--- src/rtl/obi_timer.sv ---
// OBI-attached prescaled 32-bit timer with compare match and optional interrupt.
// Define OBI_TIMER_IRQ_EN to build the CTRL.IRQEN bit and the registered irq_o path.
module obi_timer #(
    parameter int unsigned PRESCALE_W = 16
) (
    input  logic        clk_sys,
    input  logic        rst_sys_n,
    input  logic        req_i,
    output logic        gnt_o,
    input  logic [31:0] addr_i,
    input  logic        we_i,
    input  logic [3:0]  be_i,
    input  logic [31:0] wdata_i,
    output logic        rvalid_o,
    output logic [31:0] rdata_o,
    output logic        err_o,
    output logic        irq_o
);

    localparam logic [2:0] OFF_CTRL     = 3'd0;
    localparam logic [2:0] OFF_PRESCALE = 3'd1;
    localparam logic [2:0] OFF_COUNT    = 3'd2;
    localparam logic [2:0] OFF_COMPARE  = 3'd3;
    localparam logic [2:0] OFF_STATUS   = 3'd4;

    logic                  ctrl_en;
    logic                  ctrl_ar;
    logic                  ctrl_irqen;
    logic [PRESCALE_W-1:0] prescale;
    logic [PRESCALE_W-1:0] psc_cnt;
    logic [31:0]           count;
    logic [31:0]           compare;
    logic                  match;

    logic [2:0]            offset;
    logic                  access_ok;
    logic                  wr;
    logic                  wr_prescale;
    logic                  tick;
    logic                  match_hit;
    logic [31:0]           rd_val;
    logic [PRESCALE_W-1:0] prescale_wr;
    logic                  unused_addr;

    function automatic logic [31:0] byte_merge(input logic [31:0] old,
                                               input logic [31:0] wd,
                                               input logic [3:0]  be);
        logic [31:0] r;
        r = old;
        for (int i = 0; i < 4; i++) begin
            if (be[i]) r[8*i +: 8] = wd[8*i +: 8];
        end
        return r;
    endfunction

    assign gnt_o       = req_i;
    assign unused_addr = ^addr_i[31:5];
    assign offset      = addr_i[4:2];
    assign access_ok   = req_i && (addr_i[1:0] == 2'b00) && (offset <= OFF_STATUS);
    assign wr          = access_ok && we_i && (be_i != 4'b0000);
    assign wr_prescale = wr && (offset == OFF_PRESCALE);
    assign tick        = ctrl_en && (psc_cnt == prescale);
    assign match_hit   = tick && (count == compare);

    always_comb begin
        prescale_wr = prescale;
        for (int b = 0; b < int'(PRESCALE_W); b++) begin
            if (be_i[b/8]) prescale_wr[b] = wdata_i[b];
        end
    end

    always_comb begin
        rd_val = '0;
        case (offset)
            OFF_CTRL:     rd_val[2:0] = {ctrl_irqen, ctrl_ar, ctrl_en};
            OFF_PRESCALE: rd_val[PRESCALE_W-1:0] = prescale;
            OFF_COUNT:    rd_val = count;
            OFF_COMPARE:  rd_val = compare;
            OFF_STATUS:   rd_val[0] = match;
            default:      rd_val = '0;
        endcase
    end

    always_ff @(posedge clk_sys or negedge rst_sys_n) begin
        if (!rst_sys_n) begin
            rvalid_o <= 1'b0;
            rdata_o  <= '0;
            err_o    <= 1'b0;
            ctrl_en  <= 1'b0;
            ctrl_ar  <= 1'b0;
            prescale <= '0;
            psc_cnt  <= '0;
            count    <= '0;
            compare  <= '0;
            match    <= 1'b0;
        end else begin
            rvalid_o <= req_i;
            err_o    <= req_i && !access_ok;
            rdata_o  <= (access_ok && !we_i) ? rd_val : '0;

            if (wr && offset == OFF_CTRL && be_i[0]) begin
                ctrl_en <= wdata_i[0];
                ctrl_ar <= wdata_i[1];
            end
            if (wr_prescale) prescale <= prescale_wr;
            if (wr && offset == OFF_COMPARE) compare <= byte_merge(compare, wdata_i, be_i);

            if (!ctrl_en || wr_prescale || tick) psc_cnt <= '0;
            else                                 psc_cnt <= psc_cnt + 1'b1;

            // A bus write to COUNT overrides the tick update; match still uses the old COUNT.
            if (wr && offset == OFF_COUNT)       count <= byte_merge(count, wdata_i, be_i);
            else if (tick)                       count <= (match_hit && ctrl_ar) ? 32'd0 : count + 32'd1;

            if (match_hit)                       match <= 1'b1;
            else if (wr && offset == OFF_STATUS && be_i[0] && wdata_i[0]) match <= 1'b0;
        end
    end

`ifdef OBI_TIMER_IRQ_EN
    always_ff @(posedge clk_sys or negedge rst_sys_n) begin
        if (!rst_sys_n) begin
            ctrl_irqen <= 1'b0;
            irq_o      <= 1'b0;
        end else begin
            if (wr && offset == OFF_CTRL && be_i[0]) ctrl_irqen <= wdata_i[2];
            irq_o <= match && ctrl_irqen;
        end
    end
`else
    assign ctrl_irqen = 1'b0;
    assign irq_o      = 1'b0;
`endif

endmodule

--- config.mk ---
export PLATFORM = sky130hd
export DESIGN_NAME = obi_timer
export DESIGN_NICKNAME = d
export VERILOG_FILES = /design/src/rtl/obi_timer.sv
export SDC_FILE = /design/constraint.sdc
export NUM_CORES = 1
export LEC_CHECK = 0
export BUFFER_PORTS_ARGS = -buffer_cell sky130_fd_sc_hd__buf_2
export CELL_PAD_IN_SITES_DETAIL_PLACEMENT = 1
export CELL_PAD_IN_SITES_GLOBAL_PLACEMENT = 1
export CORE_ASPECT_RATIO = 2
export CORE_MARGIN = 2
export CORE_UTILIZATION = 40
export CTS_BUF_LIST = sky130_fd_sc_hd__clkbuf_4
export DETAILED_ROUTE_END_ITERATION = 8
export PLACE_DENSITY_LB_ADDON = 0.08
export SKIP_CTS_REPAIR_TIMING = 1
export SLEW_MARGIN = 0
export SYNTH_ARGS = -nofsm -noshare
export SYNTH_HDL_FRONTEND = slang
export SYNTH_SLANG_ARGS = --single-unit
export TNS_END_PERCENT = 50
--- constraint.sdc ---
create_clock -name clk_sys -period 5.55 [get_ports clk_sys]
set_input_delay 0.8325 -clock clk_sys [delete_from_list [all_inputs] [get_ports clk_sys]]
set_output_delay 0.8325 -clock clk_sys [all_outputs]
set_load 0.03 [all_outputs]
==> flow_summary.yaml, run 1 <==
drt:
  drtIter0Drc: 255
  wire_per_inst_microns: 21.5
  dr.pass1.iters: 4
  routed_wl_microns: 20800
  avgViaCountPerCell: 5.75
  drc: 0
  antenna_left: 0
  num_vias: 5581
yosys:
  synthesis.instances: 683
  yosysSeqAreaShare: 0.482
  async_flop_share: 1.00
  synthFlopType: "dfrtp_1"
  yosysWarnings: 0
  netlist_area_sq_um: 6910
  synth_nets: 757
  synth-edff-count: 0
  avgSynthCellArea_sq_um: 10.1
  ys_types: 54
  yosys_register_bits: 133
sta:
  fin_ws_ns: 2.50
  report.final.hold_viol_count: 0
  relSlewSlack: 0.195
  hold_slack_ns: 0.262
  setup_viol: 0
  fin_tns_setup_ns: 0
  max_freq_ghz: 0.327
  tightest_slew_ns: 1.21
  final.min_clock_period_ns: 3.05
  finClkSkew_ns: 0.0207
  fin_crit_sh: 0.550
  slew_violations: 0
  rsz0062_at_grt: "no"
cts:
  cts_sinks: 133
  cts.htree.levels: 4
  cts-buffers-inserted: 17
  cts-root-buf: "clkbuf_4"
  cts_buffer_depth: 2
  cts.clk_slew.worst_paths_ns: 0.13
  clock_latency_ns: 0.58
  cts_tree: "yes"
power:
  peakVddDrop_mv: 0.166
  p_leak_uw: 0.00356
  power_uw: 2060
  powerDensity_nw_per_um2: 265
die:
  rows: 68
  io_pins: 108
  start_util: 0.404
  die_x_microns: 96.9
  coreArea_sq_um: 17100
  dieArea_sq_um: 18400
  die_h_microns: 190
setup_path:
  worstPathMaxFanout: 29
  critPathMaxStageDelay_ns: 0.95
  path_cells: "buf_2, or3b_1, nor4_2, buf_4, nor3_2, a21oi_1, o221ai_1"
  critPathKind: "in -> reg"
  slowest_stage: "a21oi_1"
  crit_arrival_ns: 3.46
  critPathCaptureType: "flop"
  worstSetupStartpointType: "primary input"
  crit_required_ns: 5.95
grt:
  grt_overflow: 0
  gr-usage-met2: 0.403
  grt_use_met3: 0.0309
  gr-usage-met1: 0.299
  antenna_found_initial: 1
  grt-busiest-layer: "met2"
  grt_pass1_vias: 5835
  grt_max_degree: 81
  grt_pass1_wl_microns: 32900
  grt_usage: 0.234
place:
  gp_congestion: 0.826
  post-place-ws_ns: 1.88
  portBuffers: 79
  dp_hpwl_microns: 15000
cells_and_area:
  layout-drive-gt1-share: 0.246
  syn2layout_area_growth_pct: 12.6
  final_util: 0.454
  fin_nets: 821
hold_path:
  hold_class: "in -> async"
run_status:
  status: "completed"
run:
  maxCapViolations: 0
cells in the final DEF (no fill, tap or decap), types with 15 or more instances in the layout:
cell / count
dfrtp_1: 133
buf_2: 78
nor2_1: 69
xor2_1: 58
mux2_2: 54
nand2_1: 46
nand3_1: 37
a22oi_1: 34
o21ai_0: 24
a21oi_1: 21
inv_1: 18
clkbuf_4: 18
nor4_1: 16
nand4_1: 15
registers in the layout (all words and copies together) (netlist names):
register / count
count: 32
rdata_o: 32
ctrl_ar: 1
rvalid_o: 1
prescale: 16
psc_cnt: 16
match: 1
err_o: 1
ctrl_en: 1
compare: 32
synth_stat cells, types with 2 or more instances:
| library cell | instances | area share |
|---|---|---|
| nor2b_1 | 5 | 0.0045 |
| or3_1 | 3 | 0.0027 |
| nand4_1 | 15 | 0.014 |
| o2bb2ai_1 | 2 | 0.0025 |
| and2_1 | 3 | 0.0027 |
| xor2_1 | 58 | 0.074 |
| o211ai_1 | 5 | 0.0054 |
| nand3_1 | 37 | 0.027 |
| nor3_1 | 9 | 0.0065 |
| or2_2 | 3 | 0.0027 |
| o31ai_1 | 2 | 0.0022 |
| or4_1 | 12 | 0.013 |
| a22oi_1 | 34 | 0.037 |
| or3b_2 | 3 | 0.0038 |
| clkbuf_1 | 30 | 0.016 |
| nor4_1 | 17 | 0.015 |
| buf_1 | 2 | 0.0011 |
| a221o_1 | 2 | 0.0029 |
| nand2b_1 | 4 | 0.0036 |
| a21oi_1 | 21 | 0.015 |
| ha_1 | 2 | 0.0036 |
| a32oi_1 | 11 | 0.014 |
| inv_1 | 18 | 0.0098 |
| o41ai_1 | 2 | 0.0025 |
| o221ai_1 | 2 | 0.0025 |
| o22ai_1 | 8 | 0.0072 |
| xnor2_1 | 4 | 0.0051 |
| o21a_1 | 2 | 0.0022 |
| and3_1 | 10 | 0.0091 |
| nand2_1 | 46 | 0.025 |
| dfrtp_1 | 133 | 0.48 |
| a21o_1 | 5 | 0.0054 |
| nor2_1 | 69 | 0.038 |
| mux2_2 | 54 | 0.088 |
| o21ai_0 | 24 | 0.017 |
| mux4_2 | 2 | 0.0065 |
| buf_4 | 2 | 0.0022 |
| buf_2 | 5 | 0.0036 |
| o31a_1 | 2 | 0.0025 |
layout make-up:
| cell class | instances | area [sq um] |
|---|---|---|
| flip-flops and latches | 133 | 3330 |
| multi-input cells | 492 | 3350 |
| fillers | 1950 | 9330 |
| repair buffers | 85 | 447 |
| diodes | 1 | 2.50 |
| clock inverters | 14 | 179 |
| clock buffers | 18 | 135 |
| inverters | 18 | 67.6 |
| well taps | 210 | 263 |
per-stage QoR:
stage	area (sq um)	instances
after floorplan	6910	683
after global placement	7460	938
after detailed placement	7460	938
after CTS	7770	970
after global routing	7770	971
final	7770	971
cells by family after synthesis:
| family | Yosys count | share of synthesized area |
|---|---|---|
| multiplexers | 56 | 0.0946 |
| AND/OR/NAND/NOR | 243 | 0.178 |
| AO/OA/AOI/OAI | 128 | 0.128 |
| adder cells (fa/ha/maj) | 2 | 0.00362 |
| XOR/XNOR | 62 | 0.0786 |
| other | 1 | 0.000543 |
| flip-flops | 133 | 0.482 |
| buffers and inverters | 58 | 0.0346 |
critical path, delay by kind of cell:
| kind | cells | cell delay [ns] |
|---|---|---|
| AO/OA/AOI/OAI | 2 | 1.22 |
| buffers and inverters | 2 | 0.52 |
| AND/OR/NAND/NOR | 3 | 0.87 |
power breakdown:
| group | switching [uW] | internal [uW] |
|---|---|---|
| Clock | 400 | 320 |
| Combinational | 158 | 105 |
| Sequential | 59.9 | 1010 |
metal layers:
layer	share of wire	wire, microns
met4	0.018	367
met5	0	0
met3	0.031	646
met2	0.53	11100
met1	0.42	8750
final timing paths:
check                           slack (ns)                 start  depth (start not counted)                      end
worst max-delay path                  2.50             addr_i[1]                          7    count[15]$_DFFE_PN0P_
min in group clk_sys                  0.40                 req_i                          1       rvalid_o$_DFF_PN0_
worst min register to register        0.56     match$_DFFE_PN0P_                          2        match$_DFFE_PN0P_
max in group asynchronous             4.07             rst_sys_n                          2  compare[15]$_DFFE_PN0P_
worst max register to register        2.73  psc_cnt[8]$_DFF_PN0_                          8    count[29]$_DFFE_PN0P_
worst min-delay path                  0.26             rst_sys_n                          1     psc_cnt[3]$_DFF_PN0_
Power figures use the tool's default switching activity.
==> inputs of run 2 (changes only) <==
Settings changed: ABC_AREA from default to 1.
Clock period 5.55 ns to 3.2 ns, I/O delays scaled along.
==> run 2 against run 1 <==
  * Worst setup slack got worse by 1.6 ns
  * Core utilization grew 0.37 points
  * Combinational power increased by 83%
  * Sequential power up 77%
  * Register-to-register slack worse by 1.9 ns
  * Synthesized cell count rose by 51%
  * Synthesized area is 12% higher
  * First-iteration DRC count fell by 22%
  * Clock skew grew 0.0074 ns
  * Count of clock-buffer cells in the layout up 3
  * Die area is 11% higher
  * Cell count is 42% higher
==> flow_summary.yaml, run 2 <==
drt:
  dr.pass1.iters: 4
  avgViaCountPerCell: 5.21
  num_vias: 7177
  antenna_left: 0
  drtIter0Drc: 200
  routed_wl_microns: 25900
  drc: 0
  wire_per_inst_microns: 18.8
yosys:
  avgSynthCellArea_sq_um: 7.46
  yosysSeqAreaShare: 0.432
  yosysWarnings: 0
  ys_types: 45
  synthesis.instances: 1034
  synth.top_cell.area_share: 0.432
  async_flop_share: 1.00
  synth_largest_area_cell: "dfrtp_1"
  synthFlopType: "dfrtp_1"
  synth_nets: 1108
  synth-edff-count: 0
  synth.top_cells.by_count: "nand2_1 (246), nor2_1 (159), dfrtp_1 (133), inv_1 (114), a21oi_1 (60)"
  yosys_register_bits: 133
  netlist_area_sq_um: 7710
  synthTopCellsByArea: "dfrtp_1 (43%), nand2_1 (12%), nor2_1 (7.7%), inv_1 (5.6%), a21oi_1 (3.9%)"
  yosysMostFrequentCell: "nand2_1"
setup_path:
  worstSetupStartpointType: "flop"
  r2r_cells: 11
  crit_required_ns: 3.70
  reg2reg_from: "psc_cnt[13]$_DFF_PN0_"
  slowest_stage: "dfrtp_1"
  worstPathMaxFanout: 19
  crit_arrival_ns: 2.83
  path_cells: "inv_1, nand2_1, o21ai_0, nor3_1, nand3_1, nor2_4, nand2_8, nand2_2, inv_2, nor2_1, a21oi_1"
  reg2reg_to: "count[21]$_DFFE_PN0P_"
  critPathCaptureType: "flop"
  critPathKind: "reg -> reg"
  critPathMaxStageDelay_ns: 0.45
  rrSetupSlack_ns: 0.86
sta:
  rsz0062_at_grt: "no"
  finClkSkew_ns: 0.0280
  relSlewSlack: 0.573
  report.final.hold_viol_count: 0
  fin_crit_sh: 0.730
  tightest_slew_ns: 0.639
  slew_violations: 0
  final.min_clock_period_ns: 2.34
  max_freq_ghz: 0.428
  setup_viol: 0
  fin_tns_setup_ns: 0
die:
  rows: 71
  die_x_microns: 102
  io_pins: 108
  coreArea_sq_um: 18800
  dieArea_sq_um: 20500
  die_h_microns: 200
  start_util: 0.409
hold_path:
  min_path_cells: 1
  hold_path_end: "rvalid_o$_DFF_PN0_"
  hold_class: "in -> reg"
  worstHoldStart: "req_i"
place:
  dp_hpwl_microns: 20300
  portBuffers: 79
  gp_congestion: 0.898
cells_and_area:
  syn2layout_area_growth_pct: 11.9
  fin_nets: 1183
  layout-drive-gt1-share: 0.156
  top_regs: "compare (32), count (32), rdata_o (32)"
  layout_commonest_cell: "nand2_1"
  fillers: 2490
  final_cell_mix: "nand2_1 (246), nor2_1 (159), dfrtp_1 (133)"
cts:
  cts.htree.levels: 4
  cts.clk_slew.worst_paths_ns: 0.12
  cts_buffer_depth: 2
  clock_latency_ns: 0.60
  cts_tree: "yes"
  cts-buffers-inserted: 17
  cts_sinks: 133
  cts-root-buf: "clkbuf_4"
grt:
  grt_overflow: 0
  grt_usage: 0.268
  grt_pass1_wl_microns: 41100
  grt_pass1_vias: 7841
  antenna_found_initial: 1
  grt_max_degree: 70
run_status:
  status: "completed"
run:
  maxCapViolations: 0
power:
  p_leak_uw: 0.00421
  peakVddDrop_mv: 0.229
  powerDensity_nw_per_um2: 407
  power_uw: 3510
## run 2: cell count changes after synthesis, sizes merged, moves of 32 or more
cell and change:
inv +108, o21ai +32, nor2 +103, a21oi +39, nand2 +211, mux2 -50
## run 2: cell families after synthesis
kind of cell / synth area share
AND/OR/NAND/NOR: 0.302
AO/OA/AOI/OAI: 0.125
buffers and inverters: 0.0883
flip-flops: 0.432
XOR/XNOR: 0.0432
multiplexers: 0.00584
adder cells (fa/ha/maj): 0.00325
other: 0.000486
## run 2: critical path, delay by kind of cell, from the launching register on
family / cells / cell delay [ns]
AND/OR/NAND/NOR: 7 / 1.48
flip-flops: 1 / 0.45
AO/OA/AOI/OAI: 2 / 0.18
buffers and inverters: 2 / 0.14
## run 2: worst max-delay path by stage
stage,end,start,slack (ns),depth (start not counted)
after detailed placement,compare[30]$_DFFE_PN0P_,addr_i[3],0.67,9
after floorplan,prescale[4]$_DFFE_PN0P_,addr_i[3],1.44,8
final,count[21]$_DFFE_PN0P_,psc_cnt[13]$_DFF_PN0_,0.86,11
after global placement,compare[27]$_DFFE_PN0P_,addr_i[3],0.71,9
after CTS,count[21]$_DFFE_PN0P_,psc_cnt[13]$_DFF_PN0_,0.93,11
after global routing,count[23]$_DFFE_PN0P_,psc_cnt[13]$_DFF_PN0_,0.75,12
## run 2: final cells by class
cell class | instances | area, sq um | area share
inverter | 126 | 475 | 0.0551
antenna | 1 | 2.50 | 0.000290
tap | 255 | 319 | 0.0370
multi-input combinational | 736 | 3700 | 0.429
timing repair buffer | 95 | 537 | 0.0622
sequential | 133 | 3330 | 0.386
clock inverter | 11 | 110 | 0.0128
clock buffer | 21 | 158 | 0.0183
## run 2: stage by stage
| step | util | worst slack [ns] | area [sq um] | hold WS [ns] | instances |
|---|---|---|---|---|---|
| CTS | 0.458 | 0.933 | 8620 | -0.235 | 1376 |
| global route | 0.458 | 0.754 | 8630 | 0.00702 | 1378 |
| detailed placement | 0.443 | 0.669 | 8350 | 0.442 | 1344 |
| finish | 0.458 | 0.864 | 8630 | 0.0445 | 1378 |
| floorplan | - | 1.44 | 7710 | 0.184 | 1034 |
| global placement | 0.443 | 0.712 | 8350 | 0.442 | 1344 |
## run 2: where the power goes
part | internal (uW) | total (uW) | switching, uW
combinational | 175 | 484 | 309
clock | 486 | 1140 | 652
sequential | 1770 | 1890 | 121
## run 2: routing by layer
layer  vias up  share of wire  GRT usage  wire length [microns]
li1       3462              -          -                      -
met1      3520           0.35      0.256                   8960
met2       127           0.58      0.512                  14900
met3        68          0.020     0.0373                    518
met4         0          0.059      0.162                   1540
met5         -              0          0                      0
==> inputs of run 3 (changes only) <==
Settings changed: ABC_AREA 1 to 0.
Clock period 3.2 ns to 2.02 ns, I/O delays scaled along.
==> run 3 against run 2 <==
  * The flow now finishes with violations (setup timing)
  * Highest routed layer unchanged
  * Critical path depth shrank 4
  * Critical path type unchanged
  * Worst hold slack worse by 0.044 ns
  * Worst setup slack got worse by 1.3 ns
==> flow_summary.yaml, run 3 (synthesis results as in run 1) <==
cells_and_area:
  regArea_sq_um: 3330
  final_util: 0.550
  layout-drive-gt1-share: 0.397
  multiInputGateArea_sq_um: 3510
  layout.cells.non_filler: 1153
  fillers: 1944
  top_regs: "compare (32), count (32), rdata_o (32)"
  syn2layout_area_growth_pct: 36.1
  fin_nets: 1004
  final_cell_mix: "buf_4 (163), dfrtp_1 (131), buf_2 (78)"
  layout_commonest_cell: "buf_4"
run_status:
  violations: "setup timing"
  status: "finished, violations left"
sta:
  report.final.hold_viol_count: 0
  final.min_clock_period_ns: 2.46
  relSlewSlack: 0.204
  setup_viol: 32
  rsz0062_at_grt: "yes"
  fin_ws_ns: -0.436
  fin_tns_setup_ns: -8.43
  slew_violations: 0
  finClkSkew_ns: 0.0338
  fin_crit_sh: 1.22
  tightest_slew_ns: 1.19
  max_freq_ghz: 0.407
drt:
  wire_per_inst_microns: 20.9
  num_vias: 6426
  drc: 0
  drtIter0Drc: 291
  antenna_left: 0
  dr.pass1.iters: 7
  routed_wl_microns: 24100
  avgViaCountPerCell: 5.57
power:
  clkPwrFrac: 0.288
  p_sw_uw: 1790
  powerDensity_nw_per_um2: 610
  seqPwrFrac: 0.510
  p_leak_uw: 0.00452
  combPwrFrac: 0.202
  peakVddDrop_mv: 0.464
  sw_frac_of_total: 0.313
  power.internal_uw: 3940
  power_uw: 5730
hold_path:
  worstHoldStart: "wdata_i[23]"
  hold_class: "in -> reg"
  min_path_cells: 2
  hold_path_end: "compare[23]$_DFFE_PN0P_"
grt:
  grt_pass1_vias: 6814
  grt_usage: 0.265
  grt_pass1_wl_microns: 37500
  grt_max_degree: 49
  grt_overflow: 0
  antenna_found_initial: 1
place:
  dp_hpwl_microns: 18200
  portBuffers: 79
  placed_cells: 1098
  gp_congestion: 0.872
setup_path:
  reg2reg_to: "count[23]$_DFFE_PN0P_"
  critPathCaptureType: "flop"
  critPathKind: "reg -> reg"
  worstSetupStartpointType: "flop"
  crit_arrival_ns: 2.95
  rrSetupSlack_ns: -0.44
  reg2reg_from: "prescale[8]$_DFFE_PN0P_"
  worstPathMaxFanout: 5
  crit_required_ns: 2.51
  r2r_cells: 7
die:
  die_x_microns: 96.9
  start_util: 0.404
  dieArea_sq_um: 18400
  rows: 68
  die_h_microns: 190
  io_pins: 108
  coreArea_sq_um: 17100
cts:
  cts-buffers-inserted: 17
  cts_sinks: 133
  cts_tree: "yes"
  cts.clk_slew.worst_paths_ns: 0.12
  cts.htree.levels: 4
  clock_latency_ns: 0.58
  cts-root-buf: "clkbuf_4"
  cts_buffer_depth: 2
run:
  maxCapViolations: 0
==> run 3: worst max path at each step <==
stage	startpoint	endpoint	slack [ns]	cells after the start
after global routing	prescale[8]$_DFFE_PN0P_	count[23]$_DFFE_PN0P_	-0.52	7
after global placement	be_i[2]	count[23]$_DFFE_PN0P_	-0.38	9
after detailed placement	be_i[2]	count[23]$_DFFE_PN0P_	-0.49	9
final	prescale[8]$_DFFE_PN0P_	count[23]$_DFFE_PN0P_	-0.44	7
after floorplan	psc_cnt[8]$_DFF_PN0_	count[20]$_DFFE_PN0P_	-0.19	7
after CTS	prescale[8]$_DFFE_PN0P_	count[23]$_DFFE_PN0P_	-0.47	7
==> run 3: layout make-up <==
| cell class | count | share of cell area |
|---|---|---|
| clock buffers | 17 | 0.0136 |
| inverters | 18 | 0.00719 |
| well taps | 210 | 0.0280 |
| clock inverters | 14 | 0.0121 |
| flip-flops and latches | 133 | 0.354 |
| repair buffers | 268 | 0.211 |
| diodes | 1 | 0.000266 |
| multi-input cells | 492 | 0.373 |
==> run 3: worst max-delay path, stage by stage, from the launching register on <==
cell	delay [ns]
dfrtp_1	0.42
xor2_1	0.18
or4_4	0.55
nor4b_4	0.35
a21oi_4	0.13
or4_4	0.51
a21oi_4	0.14
a221o_1	0.12
==> run 3: power by group through the flow <==
stage	logic (uW)	registers [uW]	clock network, uW
finish	1160	2920	1650
detailed placement	1070	2970	0
CTS	1080	2920	1700
global route	1250	2950	1810
global placement	1050	2960	0
floorplan	435	2970	0
==> run 3: routing by layer <==
metal / vias up / GRT usage / routed length [microns]
met3: 57 / 0.0349 / 714
met1: 3252 / 0.317 / 9630
li1: 2966 / - / -
met4: 0 / 0.128 / 1070
met2: 151 / 0.466 / 12700
met5: - / 0 / 0
==> run 3: per-stage QoR <==
stage	worst slack [ns]	cell area (sq um)	hold slack (ns)
2_1_floorplan	-0.187	6940	0.00741
3_3_place_gp	-0.383	8800	0.269
3_5_place_dp	-0.489	8800	0.271
4_1_cts	-0.468	9050	-0.362
5_1_grt	-0.516	9400	0.00534
6_report	-0.436	9400	0.000277
